### config.mk
export PLATFORM = sky130hd
export DESIGN_NAME = led_s2p_rx
export DESIGN_NICKNAME = d
export VERILOG_FILES = /design/src/rtl/led_if_pkg.sv /design/src/rtl/led_s2p_rx_sync_edge.sv /design/src/rtl/led_s2p_rx.sv
export SDC_FILE = /design/constraint.sdc
export NUM_CORES = 1
export LEC_CHECK = 0
export ABC_AREA = 1
export CORE_AREA = 2 2 72 74
export DETAILED_ROUTE_END_ITERATION = 8
export DIE_AREA = 0 0 74 76
export PLACE_DENSITY = 0.83
export SLEW_MARGIN = 20
export SYNTH_ARGS = -nofsm -noshare
export SYNTH_HDL_FRONTEND = slang
export SYNTH_SLANG_ARGS = --single-unit
### constraint.sdc
create_clock -name clk -period 1.2 [get_ports clk]
set_input_delay 0.24 -clock clk [delete_from_list [all_inputs] [get_ports clk]]
set_output_delay 0.24 -clock clk [all_outputs]
set_load 0.01 [all_outputs]
### src/rtl/led_if_pkg.sv
// Shared types and defaults for the LED shift-interface receiver.
// Frame FSM states and the default frame width / synchronizer depth.
package led_if_pkg;

   typedef enum logic [1:0] {
      IDLE  = 2'd0,
      SHIFT = 2'd1,
      CHECK = 2'd2
   } led_state_e;

   localparam int LED_WIDTH       = 16;
   localparam int LED_SYNC_STAGES = 2;

endpackage

### src/rtl/led_s2p_rx_sync_edge.sv
// Multi-flop synchronizer for one asynchronous pin, with a history flop
// so that rise/fall pulses line up with the synchronized level.
module sync_edge #(
   parameter int STAGES = 2
) (
   input  logic i_clk,
   input  logic i_rst_n,
   input  logic i_d,
   output logic o_level,
   output logic o_rise,
   output logic o_fall
);

   logic [STAGES-1:0] r_sync;
   logic              r_hist;

   // Synchronizer chain followed by one history flop for edge detection.
   always_ff @(posedge i_clk or negedge i_rst_n) begin
      if (!i_rst_n) begin
         r_sync <= '0;
         r_hist <= 1'b0;
      end else begin
         r_sync <= {r_sync[STAGES-2:0], i_d};
         r_hist <= r_sync[STAGES-1];
      end
   end

   assign o_level = r_sync[STAGES-1];
   assign o_rise  = r_sync[STAGES-1] & ~r_hist;
   assign o_fall  = ~r_sync[STAGES-1] & r_hist;

endmodule

### src/rtl/led_s2p_rx.sv
// Serial-to-parallel receiver for the LED shift interface: synchronizes the
// four pins into clk, frames each WIDTH-bit word and flags framing errors.
module led_s2p_rx
   import led_if_pkg::*;
#(
   parameter int WIDTH       = LED_WIDTH,
   parameter int SYNC_STAGES = LED_SYNC_STAGES
) (
   input  logic                       clk,
   input  logic                       rst,
   input  logic                       s_clk,
   input  logic                       s_do,
   input  logic                       s_en,
   input  logic                       s_clr_n,
   output logic [WIDTH-1:0]           dout,
   output logic                       dout_valid,
   output logic                       frame_err,
   output logic                       busy,
   output logic [$clog2(WIDTH+1)-1:0] bit_cnt
);

   localparam int CNT_W = $clog2(WIDTH+1);

   logic w_clk_lvl, w_clk_rise, w_clk_fall;
   logic w_en_lvl,  w_en_rise,  w_en_fall;
   logic w_clr_lvl, w_clr_rise, w_clr_fall;
   logic w_unused;

   logic [SYNC_STAGES-1:0] r_do_sync;
   logic                   w_do_sync;
   led_state_e             r_state;
   logic [WIDTH-1:0]       r_shreg;
   logic [CNT_W-1:0]       r_bit_cnt;
   logic [WIDTH-1:0]       r_dout;
   logic                   r_dout_valid;
   logic                   r_frame_err;

   sync_edge #(.STAGES(SYNC_STAGES)) u_sync_clk (
      .i_clk(clk), .i_rst_n(rst), .i_d(s_clk),
      .o_level(w_clk_lvl), .o_rise(w_clk_rise), .o_fall(w_clk_fall)
   );

   sync_edge #(.STAGES(SYNC_STAGES)) u_sync_en (
      .i_clk(clk), .i_rst_n(rst), .i_d(s_en),
      .o_level(w_en_lvl), .o_rise(w_en_rise), .o_fall(w_en_fall)
   );

   sync_edge #(.STAGES(SYNC_STAGES)) u_sync_clr (
      .i_clk(clk), .i_rst_n(rst), .i_d(s_clr_n),
      .o_level(w_clr_lvl), .o_rise(w_clr_rise), .o_fall(w_clr_fall)
   );

   assign w_unused = ^{w_clk_lvl, w_clk_fall, w_en_lvl, w_clr_rise, w_clr_fall};

   // Data has no history flop: its last stage lines up with the s_clk rise pulse.
   always_ff @(posedge clk or negedge rst) begin
      if (!rst) begin
         r_do_sync <= '0;
      end else begin
         r_do_sync <= {r_do_sync[SYNC_STAGES-2:0], s_do};
      end
   end

   assign w_do_sync = r_do_sync[SYNC_STAGES-1];

   // Frame FSM; a synchronized clear overrides every edge in the same cycle.
   always_ff @(posedge clk or negedge rst) begin
      if (!rst) begin
         r_state      <= IDLE;
         r_shreg      <= '0;
         r_bit_cnt    <= '0;
         r_dout       <= '0;
         r_dout_valid <= 1'b0;
         r_frame_err  <= 1'b0;
      end else begin
         r_dout_valid <= 1'b0;
         r_frame_err  <= 1'b0;
         if (!w_clr_lvl) begin
            r_state   <= IDLE;
            r_shreg   <= '0;
            r_bit_cnt <= '0;
         end else begin
            case (r_state)
               IDLE: begin
                  if (w_en_rise) begin
                     r_state   <= SHIFT;
                     r_shreg   <= '0;
                     r_bit_cnt <= '0;
                  end else begin
                     r_state <= IDLE;
                  end
               end
               SHIFT: begin
                  // Count saturates one past WIDTH so overlong frames stay detectable.
                  if (w_clk_rise) begin
                     r_shreg <= {r_shreg[WIDTH-2:0], w_do_sync};
                     if (r_bit_cnt != CNT_W'(WIDTH + 1)) begin
                        r_bit_cnt <= r_bit_cnt + CNT_W'(1);
                     end else begin
                        r_bit_cnt <= r_bit_cnt;
                     end
                  end else begin
                     r_shreg <= r_shreg;
                  end
                  if (w_en_fall) begin
                     r_state <= CHECK;
                  end else begin
                     r_state <= SHIFT;
                  end
               end
               CHECK: begin
                  if (r_bit_cnt == CNT_W'(WIDTH)) begin
                     r_dout       <= r_shreg;
                     r_dout_valid <= 1'b1;
                  end else begin
                     r_frame_err  <= 1'b1;
                  end
                  r_state <= IDLE;
               end
               default: begin
                  r_state <= IDLE;
               end
            endcase
         end
      end
   end

   assign dout       = r_dout;
   assign dout_valid = r_dout_valid;
   assign frame_err  = r_frame_err;
   assign busy       = (r_state == SHIFT);
   assign bit_cnt    = r_bit_cnt;

endmodule

==> After elaboration in Yosys (flattened, before gate mapping) <==
Cells that the tools add are included.
{ "op_classes": {"n_eq_ne": 8, "n_addsub": 1, "n_reduce_logical": 4, "muxes": 19, "n_bitwise": 6} }
{ "op_table": {"columns": ["op", "count"], "rows": [
  ["2-to-1 mux 16 bit", 3],
  ["case mux 16 bit (2 select lines)", 1],
  ["2-to-1 mux 5 bit", 4],
  ["!= test 3 bit (second input constant)", 4],
  ["case mux 5 bit (2 select lines)", 1],
  ["2-to-1 mux 1 bit", 7],
  ["AND reduction 3 bit", 2],
  ["adder 5 x 1 -> 5 bit (second input constant)", 1],
  ["equality test 5 bit (second input constant)", 1],
  ["!= test 5 bit (second input constant)", 1],
  ["2-to-1 mux 2 bit", 2],
  ["case mux 2 bit (2 select lines)", 1],
  ["AND reduction 4 bit", 1],
  ["AND 1 bit", 3],
  ["NOT 1 bit", 3],
  ["equality test 2 x 1 -> 1 bit (second input constant)", 1],
  ["equality test 2 bit (second input constant)", 1],
  ["zero test 2 bit", 1]
]} }
{ "totals": {"output_inout_bits": 24, "inputBits": 6, "ff_bits": 51} }

==> Logic depth before layout (Yosys ltp) <==
Gate-level depths: netlist of the first run.
{ "depth": {"depth_word": 5, "depth_mapped": 8, "depth_no_buf": 8} }

==> Modules after synthesis <==
A second synthesis of the first run with hierarchy kept.
{ "unflattened": {"cells_unflattened": 215, "area_unflattened_um2": 2149.6} }
{ "by_module_without_submodules": {"columns": ["module", "instances", "seq_area_each_um2", "cells_each", "area_per_inst_um2"], "rows": [
  ["led_s2p_rx", 1, 1076.0, 194, 1879.3],
  ["sync_edge", 3, 75.1, 7, 90.1]
]} }

==> Worst setup path after synthesis of the first run <==
OpenSTA, ideal clock, no wires.
{ "synth_path": {"kind": "reg-to-reg", "from": "register r_bit_cnt[0] (netlist: bit_cnt[0])", "to": "register r_dout[0] (netlist: dout[0])", "arrival_ns": 1.220, "path_slack_ns": -0.143, "path_stages_with_launch": 7, "setup_ns": 0.123, "n_path_buf": 1, "required_time_ns": 1.077, "path_cell_list": "dfrtp_1 > inv_1 > ha_1 > nand3_4 > clkbuf_2 > o21ai_0 > nand2_1"} }
{ "synth_between": {"elab_chain_cells": 2} }
{ "synth_lines": {"columns": ["item", "line_no", "source"], "rows": [
  ["from (decl)", "led_s2p_rx.sv:33", "logic [CNT_W-1:0] r_bit_cnt;"],
  ["from (signal assigned)", "led_s2p_rx.sv:98", "r_bit_cnt <= r_bit_cnt + CNT_W'(1);"],
  ["from (signal assigned)", "led_s2p_rx.sv:100", "r_bit_cnt <= r_bit_cnt;"],
  ["equality test 5 bit", "led_s2p_rx.sv:112", "if (r_bit_cnt == CNT_W'(WIDTH)) begin"],
  ["AND reduction 3 bit (no line)", null, null],
  ["to (signal assigned)", "led_s2p_rx.sv:113", "r_dout <= r_shreg;"],
  ["to (decl)", "led_s2p_rx.sv:34", "logic [WIDTH-1:0] r_dout;"]
]} }
Every way passes these cells.
A chain may end at the register's enable or synchronous reset.

==> Worst setup path in the final report of the first run <==
{ "layout_path": {"from": "register r_bit_cnt[3] (netlist: bit_cnt[3])", "to": "register r_dout[5] (netlist: dout[5])"} }
Same word-level chain as after synthesis.

==> results of run 1 <==
kinds of logic after synthesis:
group / Yosys count
AOI/OAI and AO/OA: 17
xor gates and xnor gates: 1
adders and majority gates: 3
buffers and inverters: 24
DFF: 51
and+or+nand+nor: 128
per-stage QoR:
step                cell area [um^2]  worst slack [ps]  total power [mW]  hold slack (ps)
finish                          3490            -220.8             3.484            353.7
detailed placement              2824            -125.8             2.046            169.0
global placement                2824            -78.93             2.039            167.8
CTS                             3352            -130.5             3.501            352.8
global route                    3490            -263.6             3.619            351.1
floorplan                       2298            -44.30             1.911           -55.59
layout by cell type (no fill, tap or decap), drive strengths merged:
cell,count
nor2,16
buf,56
bufbuf,1
a21oi,1
ha,3
xnor2,1
nand4,19
clkinvlp,1
o21ai,16
dfrtp,51
dlygate4sd3,1
inv,13
nand3,26
clkbuf,22
clkdlybuf4s50,4
bufinv,2
nand2,69
clkdlybuf4s15,3
sequential cells by signal (all words and copies together), names as in the netlist:
| name | count |
|---|---|
| dout_valid | 1 |
| bit_cnt | 5 |
| u_sync_clr.r_sync | 2 |
| r_do_sync | 2 |
| u_sync_clk.r_sync | 2 |
| u_sync_en.r_hist | 1 |
| frame_err | 1 |
| u_sync_en.r_sync | 2 |
| r_shreg | 16 |
| dout | 16 |
| u_sync_clk.r_hist | 1 |
| r_state | 2 |
report_power, final:
part | leakage [nW] | switching [mW] | internal, mW
logic | 1.03 | 0.176 | 0.145
registers | 0.682 | 0.0147 | 1.74
clock network | 0.0644 | 0.577 | 0.831
total | 1.77 | 0.768 | 2.72
worst max-delay path by stage:
stage,start,end,slack (ps),depth (start not counted)
after floorplan,bit_cnt[2]$_DFFE_PN0P_,dout[0]$_DFFE_PN0P_,-40,6
after global placement,r_state[0]$_DFF_PN0_,busy,-80,3
after detailed placement,bit_cnt[1]$_DFFE_PN0P_,dout[12]$_DFFE_PN0P_,-130,6
after CTS,bit_cnt[2]$_DFFE_PN0P_,dout[14]$_DFFE_PN0P_,-130,7
after global routing,bit_cnt[3]$_DFFE_PN0P_,dout[5]$_DFFE_PN0P_,-260,7
final,bit_cnt[3]$_DFFE_PN0P_,dout[5]$_DFFE_PN0P_,-220,7
area by class of cell:
class,count,share of cell area [%]
multi-input combinational,151,31.16
clock inverter,3,1.936
tap,70,2.510
inverter,13,1.685
sequential,51,36.72
timing repair buffer,82,24.02
clock buffer,5,1.972
repair_timing:
item	CTS	global route
endpoints found under the hold margin	11	0
endpoints found under the setup margin	64	61
hold buffers	1	0
gates resized for setup	99	59
pin swaps	14	38
buffers inserted	17	11
gates cloned	5	2
metal layers:
layer | global-route usage [%] | share of wire [%]
met2 | 35.36 | 55
met3 | 5.423 | 4.2
met1 | 25.90 | 38
met5 | 0 | 0
met4 | 7.273 | 3.0
==> summary.md, run 1 <==
| Metric | Value |
|---|---|
| Outcome | `finished, violations left` |
| Violated checks | `setup timing` |
| Die ar. | `5624 um^2` |
| TNS Setup | `-3939 ps` |
| IO Count | `30` |
| Min-Delay Endpoint | `u_sync_clr.r_sync[1]$_DFF_PN0_` |
| EDFF count, synth | `0` |
| Final Hold Vio Count | `0` |
| First-pass GRT wire length | `9.108 mm` |
| CP Data Required Time | `1450 ps` |
| Drt first pass iters | `4` |
| Slowest-stage cell, CP | `dfrtp_1` |
| CTS tree | `done` |
| Initial Util | `46.13%` |
| Clock latency on the worst-skew pair | `310 ps` |
| Residual DRC | `0` |
| Hold Path Stages | `0` |
| Fillers | `343` |
| CP Max Fanout | `8` |
| Most used flip-flop cell after synthesis | `dfrtp_1` |
| # nets final | `313` |
| Synth Area per Inst | `10.12 um^2` |
| Rows | `26` |
| Core Region | `4912 um^2` |
| Yosys top cell by area | `dfrtp_1` |
| Clk slew on worst S/H paths | `90 ps` |
| Largest net degree at the start of global routing | `24` |
| Vias in the first global route | `1926` |
| Mapped Cells | `224` |
| Post-Syn Nets | `233` |
| Register area | `1281 um^2` |
| Initial antenna violation count | `0` |
| Final core occ | `71.04%` |
| Fraction of registers with async set/reset | `100.0%` |
| PwrDens | `998.4 nW/um^2` |
| Final wirelength | `5.773 mm` |
| Synth area leaders | `dfrtp_1 56%, nand2_1 11%, nand4_1 5.2%` |
| RSZ-0062 raised after global routing | `true` |
| Layout cells sized above 1 | `51.15%` |
| Max Slew Vio Count | `0` |
| H-Tree Depth | `2` |
| Area growth, synth to finish | `54.00%` |
| Vias | `1957` |
| Crit-path cells | `buf_6 -> nor2_4 -> nand3_4 -> buf_12 -> nor2_4 -> nand2_1 -> nand2_1` |
| Max incr delay on CP | `400 ps` |
| Multi-input logic area | `1087 um^2` |
| Clock root buffer | `clkbuf_8` |
| Final setup fails | `41` |
| Post-DP HPWL | `3.050 mm` |
| PortBufs | `29` |
| Setup crit end kind | `flip-flop` |
| Via density | `5.219` |
| Layout Cells excl Fill | `375` |
| Final worst slack | `-220.8 ps` |
| Wire length per cell | `15.39 um` |
| Final clock skew | `8.422 ps` |
| Clock tree buffer depth | `2` |
| Lkg Pwr | `1.775 nW` |
| Top-count cell post-synth | `nand2_1` |
| Measured slew at the worst slew-check pin | `361.2 ps` |
| Area share of the largest cell type after synthesis | `56.32%` |
| Cell depth of the worst flop-to-flop path | `7` |
| Slew headroom | `75.92%` |
| Post-synthesis cell type count | `23` |
| Critical path class | `reg -> reg` |
| Hold path startpoint | `u_sync_clr.r_sync[0]$_DFF_PN0_` |
| Commonest cells post-synth | `64 x nand2_1, 51 x dfrtp_1, 19 x nand4_1, 16 x o21ai_0, 14 x nand3_1` |
| FF-to-FF Start | `bit_cnt[3]$_DFFE_PN0P_` |
| CP top delay family | `simple AND/OR/NAND/NOR gates` |
| Worst Hold Class | `reg -> reg` |
| Period utilisation layout | `118.4%` |
| Mux cell area share after synthesis | `0%` |
| Post-placement cell count | `338` |
| XOR/XNOR Fraction of Synth Area | `0.3865%` |
| Number of diodes | `0` |
| Fmax | `703.8 MHz` |
| Simple-gate area share of the yosys netlist | `31.53%` |
| CTS Buf Count | `5` |
| Main combinational cell family by area after synthesis | `simple AND/OR/NAND/NOR gates` |
| Max_cap viols | `0` |
| Placer Congestion | `0.7798` |
| Tmin final | `1421 ps` |
| # clock sinks | `51` |
| CP arrival | `1670 ps` |
| Die Wd | `74 um` |
| Overall routing resource usage | `21.07%` |
| R2R setup slack | `-220 ps` |
| Worst Path Buf+Inv | `2` |
| Yosys warns | `0` |
| Routed Antenna Nets | `0` |
| Complex-gate fraction of the synthesized area | `3.755%` |
| Total congestion overflow | `0` |
| Seq cells post-synth | `51` |
| Die height | `76 um` |
| Initial drt markers | `110` |
| Seq/Total Area, Yosys | `56.32%` |
| Maximum VDD drop | `0.7606 mV` |
| CP Launch Type | `flip-flop` |
| Adder-Cell Fraction of Synth Area | `1.657%` |
| Cell area after synthesis | `2266 um^2` |
| R2R Path End | `dout[5]$_DFFE_PN0P_` |
Note: power is estimated with default switching activity, not from simulation.
==> inputs of run 2 (changes only) <==
CTS_CLUSTER_SIZE = 8   (was not set)
==> results of run 2 <==
Same layout as run 1: the final DEF is identical, and so are final timing and power.
